File: config.mk
export PLATFORM = sky130hd
export DESIGN_NAME = div_issue_ctrl
export DESIGN_NICKNAME = d
export VERILOG_FILES = /design/src/rtl/div_ctrl_pkg.sv /design/src/rtl/div_rsp_fifo.sv /design/src/rtl/div_issue_ctrl.sv
export SDC_FILE = /design/constraint.sdc
export NUM_CORES = 1
export LEC_CHECK = 0
export BUFFER_PORTS_ARGS = -buffer_cell sky130_fd_sc_hd__buf_2
export CORE_UTILIZATION = 54
export CTS_BUF_LIST = sky130_fd_sc_hd__clkbuf_4 sky130_fd_sc_hd__clkbuf_8 sky130_fd_sc_hd__clkbuf_16
export CTS_CLUSTER_DIAMETER = 150
export DETAILED_ROUTE_END_ITERATION = 16
export MAX_ROUTING_LAYER = met4
export PLACE_DENSITY = 0.84
export SETUP_SLACK_MARGIN = 0.2
export SYNTH_ARGS = -nofsm -noshare
export SYNTH_HDL_FRONTEND = slang
export SYNTH_SLANG_ARGS = --single-unit
File: constraint.sdc
create_clock -name clk -period 3.1 [get_ports clk]
set_input_delay 0.62 -clock clk [delete_from_list [all_inputs] [get_ports clk]]
set_output_delay 0.62 -clock clk [all_outputs]
set_load 0.1 [all_outputs]
File: src/rtl/div_ctrl_pkg.sv
// Shared constants, operand classification and result override for the divider issue controller.
// Pure definitions: no state, no latency, no flow control.
// Special operands are classified at accept time and resolved when the divider result is captured.
package div_ctrl_pkg;

    localparam int PERIOD_DEF    = 21;
    localparam int ISSUE_PHASE   = PERIOD_DEF - 2;
    localparam int CAPTURE_PHASE = 1;

    localparam int FP_SIGN    = 31;
    localparam int FP_EXP_HI  = 30;
    localparam int FP_EXP_LO  = 23;
    localparam int FP_MANT_HI = 22;
    localparam int FP_MANT_LO = 0;

    localparam logic [7:0] EXP_INF = 8'hFF;

    typedef enum logic [1:0] {
        SPC_NONE = 2'd0,
        SPC_DZ   = 2'd1,
        SPC_ZERO = 2'd2
    } spc_e;

    // Divide-by-zero wins over a zero/denormal numerator.
    function automatic spc_e classify(input logic [31:0] n, input logic [31:0] d);
        spc_e k;
        if (d[FP_EXP_HI:0] == '0) begin
            k = SPC_DZ;
        end else if (n[FP_EXP_HI:FP_EXP_LO] == '0) begin
            k = SPC_ZERO;
        end else begin
            k = SPC_NONE;
        end
        return k;
    endfunction

    function automatic logic [31:0] resolve_q(input spc_e k, input logic sign, input logic [31:0] q);
        logic [31:0] r;
        r = q;
        case (k)
            SPC_DZ:   r = {sign, EXP_INF, {(FP_MANT_HI - FP_MANT_LO + 1){1'b0}}};
            SPC_ZERO: r = {sign, {FP_SIGN{1'b0}}};
            default:  r = q;
        endcase
        return r;
    endfunction

endpackage

File: src/rtl/div_rsp_fifo.sv
// Synchronous response FIFO; head entry is visible combinationally on head_dat.
// Latency: a push is visible at the head the cycle after the write edge.
// Backpressure: pop on empty is ignored; the producer must never push when full.
module div_rsp_fifo #(
    parameter int W     = 37,
    parameter int DEPTH = 4
) (
    input  logic                     clk,
    input  logic                     rst_n,
    input  logic                     push,
    input  logic [W-1:0]             push_dat,
    input  logic                     pop,
    output logic [W-1:0]             head_dat,
    output logic [$clog2(DEPTH):0]   count,
    output logic                     full,
    output logic                     empty
);

    localparam int AW = $clog2(DEPTH);

    logic [W-1:0]  mem_q [DEPTH];
    logic [W-1:0]  mem_d [DEPTH];
    logic [AW-1:0] wr_ptr_q, wr_ptr_d;
    logic [AW-1:0] rd_ptr_q, rd_ptr_d;
    logic [AW:0]   count_q, count_d;
    logic          do_pop;

    always_comb begin
        do_pop   = pop && (count_q != '0);
        mem_d    = mem_q;
        wr_ptr_d = wr_ptr_q;
        rd_ptr_d = rd_ptr_q;
        count_d  = count_q;
        if (push) begin
            mem_d[wr_ptr_q] = push_dat;
            wr_ptr_d        = wr_ptr_q + AW'(1);
        end
        if (do_pop) begin
            rd_ptr_d = rd_ptr_q + AW'(1);
        end
        case ({push, do_pop})
            2'b10:   count_d = count_q + (AW + 1)'(1);
            2'b01:   count_d = count_q - (AW + 1)'(1);
            default: count_d = count_q;
        endcase
    end

    // Storage needs no reset: nothing reads an entry before it is written.
    always_ff @(posedge clk) begin
        mem_q <= mem_d;
    end

    always_ff @(posedge clk or negedge rst_n) begin
        if (!rst_n) begin
            wr_ptr_q <= '0;
            rd_ptr_q <= '0;
            count_q  <= '0;
        end else begin
            wr_ptr_q <= wr_ptr_d;
            rd_ptr_q <= rd_ptr_d;
            count_q  <= count_d;
        end
    end

    assign head_dat = mem_q[rd_ptr_q];
    assign count    = count_q;
    assign full     = (count_q == (AW + 1)'(DEPTH));
    assign empty    = (count_q == '0);

endmodule

File: src/rtl/div_issue_ctrl.sv
// Issue/collect front end for the Goldschmidt divider: one operand pair per PERIOD-cycle round.
// Latency: accept edge to rsp_valid is PERIOD+3 cycles with an empty response FIFO.
// Backpressure: req_ready is withheld unless buffered plus in-flight results leave a free FIFO slot.
module div_issue_ctrl
    import div_ctrl_pkg::*;
#(
    parameter int PERIOD    = PERIOD_DEF,
    parameter int TAG_W     = 4,
    parameter int RSP_DEPTH = 4
) (
    input  logic             clk,
    input  logic             clear_b,
    input  logic             req_valid,
    output logic             req_ready,
    input  logic [31:0]      req_n,
    input  logic [31:0]      req_d,
    input  logic [TAG_W-1:0] req_tag,
    output logic [31:0]      div_n,
    output logic [31:0]      div_d,
    input  logic [31:0]      div_q,
    output logic             rsp_valid,
    input  logic             rsp_ready,
    output logic [31:0]      rsp_q,
    output logic [TAG_W-1:0] rsp_tag,
    output logic             rsp_dz,
    output logic             busy
);

    localparam int PH_W     = $clog2(PERIOD);
    localparam int CNT_W    = $clog2(RSP_DEPTH) + 1;
    localparam int RSP_W    = 32 + TAG_W + 1;
    // Issue sits the same distance before the round boundary for any PERIOD.
    localparam int ISSUE_PH = PERIOD - (PERIOD_DEF - ISSUE_PHASE);

    localparam logic [PH_W-1:0] PH_LAST  = PH_W'(PERIOD - 1);
    localparam logic [PH_W-1:0] PH_ISSUE = PH_W'(ISSUE_PH);
    localparam logic [PH_W-1:0] PH_CAPT  = PH_W'(CAPTURE_PHASE);

    typedef struct packed {
        logic             vld;
        logic [TAG_W-1:0] tag;
        spc_e             spc;
        logic             sign;
    } ifl_t;

    logic [PH_W-1:0]  phase_q, phase_d;
    logic [31:0]      div_n_q, div_n_d;
    logic [31:0]      div_d_q, div_d_d;
    ifl_t             ifl0_q, ifl0_d;
    ifl_t             ifl1_q, ifl1_d;

    logic [1:0]       inflight;
    logic [CNT_W-1:0] fifo_count;
    logic             fifo_full;
    logic             fifo_empty;
    logic             issue_slot;
    logic             capture_slot;
    logic             credit_ok;
    logic             accept;
    logic             capture;
    logic [31:0]      cap_q;
    logic [RSP_W-1:0] push_dat;
    logic [RSP_W-1:0] head_dat;

    always_comb begin
        phase_d      = (phase_q == PH_LAST) ? '0 : phase_q + PH_W'(1);
        issue_slot   = (phase_q == PH_ISSUE);
        capture_slot = (phase_q == PH_CAPT);
        inflight     = {1'b0, ifl0_q.vld} + {1'b0, ifl1_q.vld};
        credit_ok    = (int'(fifo_count) + int'(inflight)) < RSP_DEPTH;
        req_ready    = issue_slot && credit_ok;
        accept       = req_valid && req_ready;
        capture      = capture_slot && ifl1_q.vld;

        div_n_d = div_n_q;
        div_d_d = div_d_q;
        ifl0_d  = ifl0_q;
        ifl1_d  = ifl1_q;

        // The in-flight line advances once per round; a round without an accept is a bubble.
        if (issue_slot) begin
            ifl1_d = ifl0_q;
            ifl0_d = '0;
            if (accept) begin
                ifl0_d.vld  = 1'b1;
                ifl0_d.tag  = req_tag;
                ifl0_d.spc  = classify(req_n, req_d);
                ifl0_d.sign = req_n[FP_SIGN] ^ req_d[FP_SIGN];
                div_n_d     = req_n;
                div_d_d     = req_d;
            end
        end
        if (capture) begin
            ifl1_d.vld = 1'b0;
        end

        cap_q    = resolve_q(ifl1_q.spc, ifl1_q.sign, div_q);
        push_dat = {cap_q, ifl1_q.tag, (ifl1_q.spc == SPC_DZ)};
    end

    always_ff @(posedge clk or negedge clear_b) begin
        if (!clear_b) begin
            phase_q <= PH_LAST;
            div_n_q <= '0;
            div_d_q <= '0;
            ifl0_q  <= '0;
            ifl1_q  <= '0;
        end else begin
            phase_q <= phase_d;
            div_n_q <= div_n_d;
            div_d_q <= div_d_d;
            ifl0_q  <= ifl0_d;
            ifl1_q  <= ifl1_d;
        end
    end

    div_rsp_fifo #(
        .W     (RSP_W),
        .DEPTH (RSP_DEPTH)
    ) u_rsp_fifo (
        .clk      (clk),
        .rst_n    (clear_b),
        .push     (capture),
        .push_dat (push_dat),
        .pop      (rsp_ready),
        .head_dat (head_dat),
        .count    (fifo_count),
        .full     (fifo_full),
        .empty    (fifo_empty)
    );

    assign div_n     = div_n_q;
    assign div_d     = div_d_q;
    assign rsp_valid = !fifo_empty;
    assign {rsp_q, rsp_tag, rsp_dz} = fifo_empty ? '0 : head_dat;
    assign busy      = (inflight != 2'd0) || !fifo_empty;

    push_into_full_a: assert property (@(posedge clk) disable iff (!clear_b) !(capture && fifo_full));

endmodule

### Yosys cells after proc, flatten, opt, wreduce, memory -nomap -nowiden

Index checks and enable logic that the tools add are counted.

| storage, ports and cells | value |
|---|---|
| latch bits | 0 |
| bits in writable memories | 0 |
| input bits | 104 |
| memory bits (read-only) | 0 |
| logic and storage cells | 69 |
| memories kept | 0 |
| output and inout bits | 104 |
| flip-flop bits (word level) | 240 |

| operators by class | value |
|---|---|
| divide/modulo/power cells | 0 |
| shifts and indexed selects | 0 |
| $add $sub $neg | 7 |
| $lt $le $gt $ge | 4 |
| muxes and demuxes | 15 |
| reductions and logical operators | 15 |
| multiply operators | 0 |
| bitwise operators | 3 |
| equal/unequal tests | 7 |

Operators by type and width:

| kind | number |
|---|---|
| $bwmux W148 | 1 |
| $mux W37 | 4 |
| $bmux W37 S2 | 1 |
| $demux W37 S2 | 1 |
| $pmux W32 S2 | 1 |
| $logic_not A31 Y1 | 1 |
| $mux W8 | 2 |
| $eq A5 B5 Y1 const B | 2 |
| $logic_not A8 Y1 | 1 |
| $ge A3 B3 Y1 const B | 2 |
| $not A2 Y3 | 2 |
| $pmux W3 S2 | 1 |
| $reduce_bool A2 Y1 | 3 |
| $add A5 B1 Y5 const B | 1 |
| $eq A5 B1 Y1 const B | 1 |
| $logic_and A1 B1 Y1 | 5 |
| $mux W5 | 1 |
| $add A2 B1 Y2 const B | 2 |
| $add A3 B2 Y4 | 1 |
| $eq A2 B1 Y1 const B | 2 |
| $eq A2 B2 Y1 const B | 2 |
| $lt A4 B3 Y1 const B | 1 |
| $mux W2 | 2 |
| $add A3 B1 Y3 const B | 1 |
| other kinds (10) | 10 |

### Logic depth before layout (Yosys ltp)

Gate-level depths: netlist (run 1).

| depth | value |
|---|---|
| depth after elaboration | 6 |
| depth in mapped cells | 11 |
| depth with buffers taken out | 11 |

### By module

From an unflattened synthesis (run 1), not the netlist that was laid out.

| second synthesis, totals | value |
|---|---|
| cell total of the unflattened synthesis | 548 |
| area total of the unflattened synthesis | 9685.5 um^2 |

By module, submodules not included:

| module | times used | cells each | sequential area each (um^2) | area an instance (um^2) |
|---|---|---|---|---|
| div_rsp_fifo | 1 | 230 | 4619.4 | 5738.0 |
| div_issue_ctrl | 1 | 318 | 2129.5 | 3947.5 |

### Worst setup path after synthesis (run 1)

Ideal clock, no wire load.

| path | value |
|---|---|
| path kind | register -> register |
| start point | register ifl0_q[7] (netlist name) |
| end point | register div_n_q[10], in the netlist div_n[10] |
| setup slack | 0.055 ns |
| clock period less this slack | 3.045 ns |
| data required time | 2.975 ns |
| path buffers | 2 |
| library setup time | 0.125 ns |
| arrival | 2.920 ns |
| stages on the path, launching flop included | 9 |
| cell sequence | dfrtp_1 -> ha_1 -> ha_1 -> and3_1 -> nor4_4 -> and2_1 -> buf_6 -> buf_6 -> mux2_2 |

| on the way | value |
|---|---|
| word-level cells in the longest chain between the ends | 6 |

RTL lines:

| item | RTL line | text |
|---|---|---|
| start, declared | div_issue_ctrl.sv:49 | `ifl_t ifl0_q, ifl0_d;` |
| start signal, assigned | div_issue_ctrl.sv:112 | `ifl0_q <= ifl0_d;` |
| $add A1 B1 Y2 | div_issue_ctrl.sv:69 | `inflight = {1'b0, ifl0_q.vld} + {1'b0, ifl1_q.vld};` |
| $add A3 B2 Y4 | div_issue_ctrl.sv:70 | `credit_ok = (int'(fifo_count) + int'(inflight)) < RSP_DEPTH;` |
| $lt A4 B3 Y1 | div_issue_ctrl.sv:70 |  |
| $logic_and A1 B1 Y1 | div_issue_ctrl.sv:71 | `req_ready = issue_slot && credit_ok;` |
| net req_ready | div_issue_ctrl.sv:14 | `output logic req_ready,` |
| $logic_and A1 B1 Y1 | div_issue_ctrl.sv:72 | `accept = req_valid && req_ready;` |
| $reduce_and A2 Y1 (no line) | - |  |
| end signal, assigned | div_issue_ctrl.sv:110 | `div_n_q <= div_n_d;` |
| end, declared | div_issue_ctrl.sv:47 | `logic [31:0] div_n_q, div_n_d;` |

The timed path passes the listed nets, and every way through them passes these cells.
A chain may end at the register's enable or synchronous reset.

### Final worst setup path (run 1)

| path | value |
|---|---|
| start point | register u_rsp_fifo.rd_ptr_q[0] |
| end point | output port rsp_q[11] |

| on the way | value |
|---|---|
| word-level cells in the longest chain between the ends | 5 |

RTL lines:

| item | RTL line | text |
|---|---|---|
| start, declared | div_rsp_fifo.sv:24 | `logic [AW-1:0] rd_ptr_q, rd_ptr_d;` |
| start signal, assigned | div_rsp_fifo.sv:60 | `rd_ptr_q <= rd_ptr_d;` |
| $not A2 Y3 (not written as such) | div_rsp_fifo.sv:65 | `assign head_dat = mem_q[rd_ptr_q];` |
| $bmux W37 S2 | div_rsp_fifo.sv:65 |  |
| $mux W37 (not written as such) (2 in a row) | div_rsp_fifo.sv:65 |  |
| $mux W37 | div_issue_ctrl.sv:135 | `assign {rsp_q, rsp_tag, rsp_dz} = fifo_empty ? '0 : head_dat;` |
| end, declared | div_issue_ctrl.sv:23 | `output logic [31:0] rsp_q,` |

Every way passes these cells. The select of a mux whose other input is x is not followed.

==> impl_metrics.toml, run 1 <==
[outcome]
outcome = "complete, no violations"

[detailed_routing]
number_of_iterations_in_the_first_detailed_routing_pass = 4
route.detailed.vias_per_inst = 5.46
drt-total-wl_um = 20200
post-route-drc-count = 0
drt_first_iter_violations = 295
final_antenna_net_count = 0
dr_total_vias = 5549
drt-wirelength-per-cell_um = 19.9

[final_layout]
area.growth.synth_to_final_pct = 22.3
mostFrequentLayoutCells = "205 x sky130_fd_sc_hd__buf_2, 148 x sky130_fd_sc_hd__edfxtp_1, 88 x sky130_fd_sc_hd__dfrtp_1"
antenna-diode-count = 0
final_util_pct = 68.0
fin_nets = 892
mostFrequentLayoutCell = "sky130_fd_sc_hd__buf_2"
share_of_layout_cells_above_drive_strength_1_pct = 48.4

[timing]
final.setup.tns_ps = 0
finalMaxSlewViolations = 0
setup_viol = 0
slew_headroom_pct = 46.1
period_minus_slack_ps = 2800
clock-skew-final_ps = 19.6
setup_repair_after_global_routing_missed_its_margin = "no"
post-route-period-util_pct = 90.5
timing_worst_slew_pin_value_ps = 809
final-hold-violation-count = 0
fmax_mhz = 357

[worst_setup_path]
timing.critical_path.arrival_ps = 2180
cp_cell_sequence = "buf_4 -> mux4_2 -> and2_1 -> buf_2"
critPathCapture = "rsp_q[11]"
cp_slowest_cell = "sky130_fd_sc_hd__mux4_2"
timing.critical_path.to_type = "primary output"
crit_required_ps = 2480
critical_path_class = "reg2out"
worst_path_largest_cell_delay_ps = 530
critical_path_peak_fanout = 8
worst_r2r_endpoint = "u_rsp_fifo.count[2]$_DFFE_PN0P_"
timing.critical_path.from = "u_rsp_fifo.rd_ptr_q[0]$_DFFE_PN0P_"
setup_crit_start_kind = "flop"
crit-reg2reg-launch = "u_rsp_fifo.count[1]$_DFFE_PN0P_"
reg2reg_setup_slack_ps = 670
reg2regPathDepth = 10

[yosys]
synth.yosys.seq_area_share_pct = 70.0
synth_largest_type_area_fraction_pct = 46.1
syn_area_sq_um = 9650
netlist.top_cell.by_area = "sky130_fd_sc_hd__edfxtp_1"
post_synth.cell_area_avg_sq_um = 17.6
synth.net_count = 666
number_of_enable_type_register_cells_in_the_synthesized_netlist = 148
warnings_synthesis = 0
proportion_of_synthesized_flip_flops_having_asynchronous_set_or_reset_pct = 38.3
synth.ff_latch_count = 240
yosys.cell_types.count = 32
yosys-top-cells-area = "sky130_fd_sc_hd__edfxtp_1 46%, sky130_fd_sc_hd__dfrtp_1 23%, sky130_fd_sc_hd__mux4_2 8.6%"
synthCells = 548
synth_ff_type = "sky130_fd_sc_hd__edfxtp_1"

[clocking]
tritoncts.num_buffers = 24
cts_root_buf = "sky130_fd_sc_hd__clkbuf_16"
worstSkewPairLatency_ps = 510
clock-sinks = 240
post_cts_hold_buffer_count = 0
cts_tree = "yes"
ctsHtreeMaxLevel = 1
clkTransAtPathRegs_ps = 60
ctsLongestPathBuffers = 3

[floorplanning]
die-area_sq_um = 18400
coreArea_sq_um = 17400
die_height_um = 136
placement_rows = 48
initial_core_util_pct = 55.6
ios = 208
die_w_um = 136

[run]
cap_viol_max_count = 0

[global_route]
grt_use_total_pct = 23.0
grt_start_max_net_pins = 64
antenna_found_initial = 0
grt_first_pass_wirelength_um = 31000
vias_in_the_first_global_route = 5933
grt.overflow.total = 0

[place]
io_buffer_count = 207
finalWeightedCongestion = 0.755
post-dp-hpwl_um = 13400

[worst_hold_path]
timing.hold.worst.class = "in2async"
## flip-flops by register name (all words and copies together) (netlist names)
| register | flops |
|---|---|
| u_rsp_fifo.mem_q | 148 |
| div_d | 32 |
| div_n | 32 |
| ifl0_q | 8 |
| ifl1_q | 8 |
| phase_q | 5 |
| u_rsp_fifo.count | 3 |
| u_rsp_fifo.rd_ptr_q | 2 |
| u_rsp_fifo.wr_ptr_q | 2 |
## worst min-delay path by stage
stage               slack (ps)               endpoint  depth (start not counted)
finish                     190  div_n[17]$_DFFE_PN0P_                          1
floorplan                  320   div_d[0]$_DFFE_PN0P_                          0
detailed placement         480  ifl0_q[2]$_DFFE_PN0N_                          2
global placement           460  ifl0_q[2]$_DFFE_PN0N_                          2
CTS                        210  div_n[20]$_DFFE_PN0P_                          1
global route               270  div_n[20]$_DFFE_PN0P_                          1
## through the flow
step / instance area [sq um] / setup WS (ps) / std cells / hold slack, ps
floorplan: 9690 / 131 / 548 / 324
global placement: 11000 / 623 / 971 / 460
detailed placement: 11000 / 570 / 971 / 476
CTS: 11800 / 249 / 1015 / 212
global route: 11800 / 200 / 1016 / 269
finish: 11800 / 296 / 1016 / 187
## worst max-delay path: cells and delay by family (launching register included)
kind | cells | cell delay (ps)
buf+inv | 2 | 520
mux | 1 | 530
flops | 1 | 440
simple gates | 1 | 180
## cell type report
class	count	area (sq um)
flip-flops and latches	240	6750
repair buffers	225	1230
clock inverters	14	90.1
multi-input cells	269	2730
inverters	14	52.6
well taps	225	282
fillers	1170	5560
clock buffers	29	656
## routing by layer
metal / vias to the layer above / share of wire (%) / track usage (%)
li1: 2494 / - / -
met1: 2821 / 39 / 27.6
met2: 214 / 53 / 40.1
met3: 20 / 6.9 / 4.79
met4: 0 / 1.1 / 5.06
met5: - / 0 / -
## synth_stat cells, types with 2 or more instances
master and number:
sky130_fd_sc_hd__a21oi_1 2, sky130_fd_sc_hd__a22o_1 6, sky130_fd_sc_hd__and2_1 66, sky130_fd_sc_hd__buf_2 4, sky130_fd_sc_hd__buf_6 7, sky130_fd_sc_hd__clkbuf_1 13, sky130_fd_sc_hd__dfrtp_1 90, sky130_fd_sc_hd__dfstp_2 2
sky130_fd_sc_hd__edfxtp_1 148, sky130_fd_sc_hd__ha_1 13, sky130_fd_sc_hd__inv_1 14, sky130_fd_sc_hd__mux2_2 72, sky130_fd_sc_hd__mux4_2 37, sky130_fd_sc_hd__nand2_1 28, sky130_fd_sc_hd__nand3_1 2, sky130_fd_sc_hd__nand4_1 2
sky130_fd_sc_hd__nor2_1 6, sky130_fd_sc_hd__nor3_1 2, sky130_fd_sc_hd__nor4_1 10, sky130_fd_sc_hd__o21ai_0 7, sky130_fd_sc_hd__xnor2_1 4, sky130_fd_sc_hd__xor2_1 3
## kinds of logic (layout without fill, tap and decap cells)
group,after synthesis,after routing,share of synthesized area [%]
and+or+nand+nor,122,122,7.20
DFF,240,240,70.0
xor gates and xnor gates,7,7,0.635
adders and majority gates,14,14,1.89
muxes,109,109,17.0
buffers and inverters,39,282,2.11
AOI/OAI and AO/OA,17,17,1.17
## repair_timing
item | in CTS | in global routing
gates cloned | 0 | 1
setup endpoints to repair | 31 | 3
resized for setup | 0 | 0
setup buffers | 1 | 0
pin swaps | 0 | 0
Power of run 1 is not shown: default switching activity piles up to over one toggle a cycle in this logic, so the estimate is an artifact.
==> run 2: changes to the inputs <==
- REMOVE_ABC_BUFFERS: not set -> 1
- SYNTH_HIERARCHICAL: not set -> 1
==> run 2 against run 1 <==
  * Design area grew 0.18%
  * Synthesized cell count shrank 0.18%
  * First-iteration DRC count shrank 8.5%
  * Cell count is the same
  * Core utilization shrank 0.11 points
  * Worst setup slack lost 27 ps
  * Count of clock-buffer cells in the layout grew 1
  * Critical path depth is the same
  * Via count shrank 1.3%
==> impl_metrics.toml, run 2 <==
[final_layout]
mostFrequentLayoutCell = "sky130_fd_sc_hd__buf_2"
fillCellCount = 1220
area.growth.synth_to_final_pct = 22.1
final_util_pct = 67.9
largest_register_ffs = 148
registers.top_by_ff_count = "u_rsp_fifo/mem_q"
mostFrequentLayoutCells = "199 x sky130_fd_sc_hd__buf_2, 148 x sky130_fd_sc_hd__edfxtp_1, 88 x sky130_fd_sc_hd__dfrtp_1"
share_of_layout_cells_above_drive_strength_1_pct = 48.3
fin_nets = 889

[clocking]
clkTransAtPathRegs_ps = 60
cts_root_buf = "sky130_fd_sc_hd__clkbuf_16"
ctsHtreeMaxLevel = 1
clock-sinks = 240
post_cts_hold_buffer_count = 0
ctsLongestPathBuffers = 3
tritoncts.num_buffers = 24
worstSkewPairLatency_ps = 510
cts_tree = "yes"

[detailed_routing]
drt_first_iter_violations = 270
drt-wirelength-per-cell_um = 19.3
drt-total-wl_um = 19600
dr_total_vias = 5477
route.layer.met1.wl_um = 7500
final_antenna_net_count = 0
met2_length_um = 10400
detailroute.wirelength.met3_um = 1270
number_of_iterations_in_the_first_detailed_routing_pass = 4
post-route-drc-count = 0
top_layer = "met4"
route.detailed.vias_per_inst = 5.39

[worst_setup_path]
critPathCapture = "rsp_tag[2]"
critical_path_peak_fanout = 8
timing.critical_path.from = "u_rsp_fifo/rd_ptr_q[0]$_DFFE_PN0P_"
critical_path_class = "reg2out"
timing.critical_path.to_type = "primary output"
reg2reg_setup_slack_ps = 760
reg2regPathDepth = 7
crit_required_ps = 2480
timing.critical_path.arrival_ps = 2210
setup_crit_start_kind = "flop"
worst_r2r_endpoint = "div_n[6]$_DFFE_PN0P_"
crit-reg2reg-launch = "ifl0_q[7]$_DFFE_PN0N_"

[place]
finalWeightedCongestion = 0.820
io_buffer_count = 207
place_ws_ps = 508
post-dp-hpwl_um = 12900

[global_route]
grt_start_max_net_pins = 51
antenna_found_initial = 2
vias_in_the_first_global_route = 6033
grt_first_pass_wirelength_um = 30700
grt.overflow.total = 0
grt_use_total_pct = 22.6

[floorplanning]
initial_core_util_pct = 55.6
ios = 208
die-area_sq_um = 18500
die_w_um = 136
coreArea_sq_um = 17400
placement_rows = 48
die_height_um = 136

[yosys]
warnings_synthesis = 6
synthCells = 547
syn_area_sq_um = 9680
post_synth.cell_area_avg_sq_um = 17.7

[timing]
post-route-worst-setup-slack_ps = 269
final.setup.tns_ps = 0
finalMaxSlewViolations = 0
final-hold-violation-count = 0
post-route-period-util_pct = 91.3
setup_viol = 0
clock-skew-final_ps = 18.1
timing_worst_slew_pin_value_ps = 574
period_minus_slack_ps = 2830
slew_headroom_pct = 61.8
fmax_mhz = 353
setup_repair_after_global_routing_missed_its_margin = "yes"

[outcome]
outcome = "complete, no violations"

[worst_hold_path]
timing.hold.worst.class = "in2async"

[run]
cap_viol_max_count = 0
==> run 2: worst min-delay path by stage <==
stage	start	endpoint	slack [ps]	cells after the start
2_1_floorplan	clear_b	div_d[0]$_DFFE_PN0P_	320	0
3_3_place_gp	ifl0_q[2]$_DFFE_PN0N_	ifl0_q[2]$_DFFE_PN0N_	460	2
3_5_place_dp	ifl0_q[2]$_DFFE_PN0N_	ifl0_q[2]$_DFFE_PN0N_	480	2
4_1_cts	clear_b	div_n[5]$_DFFE_PN0P_	110	1
5_1_grt	clear_b	div_n[11]$_DFFE_PN0P_	120	1
6_report	clear_b	div_n[11]$_DFFE_PN0P_	100	1
==> run 2: layer usage <==
layer,vias up,track usage (%)
li1,2501,-
met2,198,40.6
met5,-,-
met4,0,6.05
met3,34,4.81
met1,2744,25.4
==> run 2: metrics by stage <==
stage | cell area [sq um] | hold slack (ps) | std cells
floorplan | 9510 | 324 | 522
global placement | 11000 | 462 | 967
detailed placement | 11000 | 484 | 967
CTS | 11800 | 111 | 1013
global route | 11800 | 124 | 1016
finish | 11800 | 98.6 | 1016
==> run 2: timing repair <==
item / in CTS / in global routing
setup endpoints to repair: 27 / 19
gates resized for setup: 3 / 5
gates cloned: 0 / 1
buffers inserted: 2 / 0
hold endpoints to repair: 0 / 0
pin swaps: 0 / 0
==> run 2: area by class of cell <==
class,instances,area (sq um),share of cell area [%]
clock buffer,30,658,5.57
multi-input combinational,268,2710,23.0
timing repair buffer,223,1250,10.6
clock inverter,14,101,0.858
tap,225,282,2.38
antenna,2,5.00,0.0424
inverter,14,52.6,0.445
sequential,240,6750,57.2
==> run 2: critical path, stage by stage (launching register included) <==
cell and delay [ps]:
sky130_fd_sc_hd__dfrtp_4 470, sky130_fd_sc_hd__buf_4 230, sky130_fd_sc_hd__mux4_2 530, sky130_fd_sc_hd__nor2b_1 160, sky130_fd_sc_hd__buf_2 310
Power of run 2 is left out for the same reason.
==> run 3: changes to the inputs <==
- CORE_ASPECT_RATIO: not set -> 1.2
==> run 3 against run 2 <==
  * Worst hold slack improved by 66 ps
  * Critical path depth unchanged
  * Flip-flop and latch count unchanged
  * Count of clock-buffer cells in the layout decreased by 4
  * Sequential share of layout area increased by 0.12 points
  * Non-clock buffer count increased by 1
  * Design area decreased by 0.21%
  * First-iteration DRC count increased by 1.1%
  * Register-to-register slack got worse by 20 ps
  * Core utilization decreased by 0.49 points
==> impl_metrics.toml, run 3 (synthesized netlist as in run 2, its figures left out) <==
[global_route]
grt.overflow.total = 0
grt_use_total_pct = 21.7
grt_first_pass_wirelength_um = 30300
antenna_found_initial = 1
grt_start_max_net_pins = 58
vias_in_the_first_global_route = 5979

[worst_setup_path]
timing.critical_path.arrival_ps = 2190
cp_top_family = "buffers and inverters"
worst_path_largest_cell_delay_ps = 560
cp_slowest_cell = "sky130_fd_sc_hd__mux4_2"
crit_required_ps = 2480
critical_path_peak_fanout = 23
timing.critical_path.to_type = "primary output"
cp_cell_sequence = "buf_6 -> mux4_2 -> nor2b_1 -> buf_2"
critical_path_buf_inv_count = 2
setup_crit_start_kind = "flop"
critical_path_class = "reg2out"

[timing]
clock-skew-final_ps = 10.2
timing_worst_slew_pin_value_ps = 695
post-route-period-util_pct = 90.6
setup_repair_after_global_routing_missed_its_margin = "no"
post-route-worst-setup-slack_ps = 290
finalMaxSlewViolations = 0
final-hold-violation-count = 0
fmax_mhz = 356
final.setup.tns_ps = 0
slew_headroom_pct = 53.6
setup_viol = 0
period_minus_slack_ps = 2810

[detailed_routing]
number_of_iterations_in_the_first_detailed_routing_pass = 5
dr_total_vias = 5472
drt-total-wl_um = 19100
drt_first_iter_violations = 273
route.detailed.vias_per_inst = 5.43
final_antenna_net_count = 0
post-route-drc-count = 0
drt-wirelength-per-cell_um = 19.0

[place]
placed_cell_area_sq_um = 11000
post-dp-hpwl_um = 13000
io_buffer_count = 207
place_ws_ps = 603
finalWeightedCongestion = 0.848

[worst_hold_path]
timing.hold.worst.class = "in2async"

[outcome]
outcome = "complete, no violations"

[final_layout]
largest_register_ffs = 148
fin_nets = 889
mostFrequentLayoutCell = "sky130_fd_sc_hd__buf_2"
stdcell_area_sq_um = 11800
share_of_layout_cells_above_drive_strength_1_pct = 48.2
seqCellArea_sq_um = 6750
registers.top_by_ff_count = "u_rsp_fifo/mem_q"
mostFrequentLayoutCells = "187 x sky130_fd_sc_hd__buf_2, 148 x sky130_fd_sc_hd__edfxtp_1, 88 x sky130_fd_sc_hd__dfrtp_1"
fillCellCount = 1177
multiInputGateArea_sq_um = 2710
area.growth.synth_to_final_pct = 21.8

[floorplanning]
coreArea_sq_um = 17500
placement_rows = 53
initial_core_util_pct = 55.3
die-area_sq_um = 18500
ios = 208
die_height_um = 149
die_w_um = 124

[clocking]
tritoncts.num_buffers = 23
clkTransAtPathRegs_ps = 70
ctsHtreeMaxLevel = 1
worstSkewPairLatency_ps = 500
cts_root_buf = "sky130_fd_sc_hd__clkbuf_16"
clock-sinks = 240
post_cts_hold_buffer_count = 0
cts_tree = "yes"
ctsLongestPathBuffers = 3
post_cts_buffers = 0

[run]
cap_viol_max_count = 0
-- run 3: final timing paths --
path / start / cells after the start / end / slack [ps]
max: u_rsp_fifo/rd_ptr_q[0]$_DFFE_PN0P_ / 4 / rsp_q[14] / 290
min: clear_b / 1 / div_n[17]$_DFFE_PN0P_ / 160
max reg2reg: ifl0_q[7]$_DFFE_PN0N_ / 7 / div_n[6]$_DFFE_PN0P_ / 740
min reg2reg: ifl0_q[2]$_DFFE_PN0N_ / 2 / ifl0_q[2]$_DFFE_PN0N_ / 470
max in group asynchronous: clear_b / 2 / u_rsp_fifo/rd_ptr_q[1]$_DFFE_PN0P_ / 2170
min in group clk: req_tag[3] / 2 / ifl0_q[6]$_DFFE_PN0N_ / 350
-- run 3: cell type report --
cell class	count	area share (%)
well taps	220	2.33
clock buffers	26	5.07
flip-flops and latches	240	57.3
multi-input cells	268	23.0
inverters	14	0.446
diodes	1	0.0212
clock inverters	14	1.03
repair buffers	224	10.8
-- run 3: layer usage --
| layer | vias up | global-route usage, % | part of all wire, % |
|---|---|---|---|
| met5 | - | - | 0 |
| met4 | 0 | 6.08 | 2.0 |
| met3 | 30 | 3.71 | 6.2 |
| met2 | 233 | 38.8 | 54 |
| met1 | 2709 | 25.3 | 38 |
| li1 | 2500 | - | - |
-- run 3: through the flow --
stage | cells | hold WS, ps | utilization [%]
after floorplan | 522 | 324 | -
after global placement | 966 | 459 | 62.9
after detailed placement | 966 | 465 | 62.9
after CTS | 1006 | 187 | 67.3
after global routing | 1007 | 215 | 67.4
final | 1007 | 164 | 67.4
-- run 3: timing repair --
action	CTS	global route
gates resized for setup	17	5
endpoints found under the setup margin	24	10
endpoints found under the hold margin	0	0
Power of run 3 is left out for the same reason.
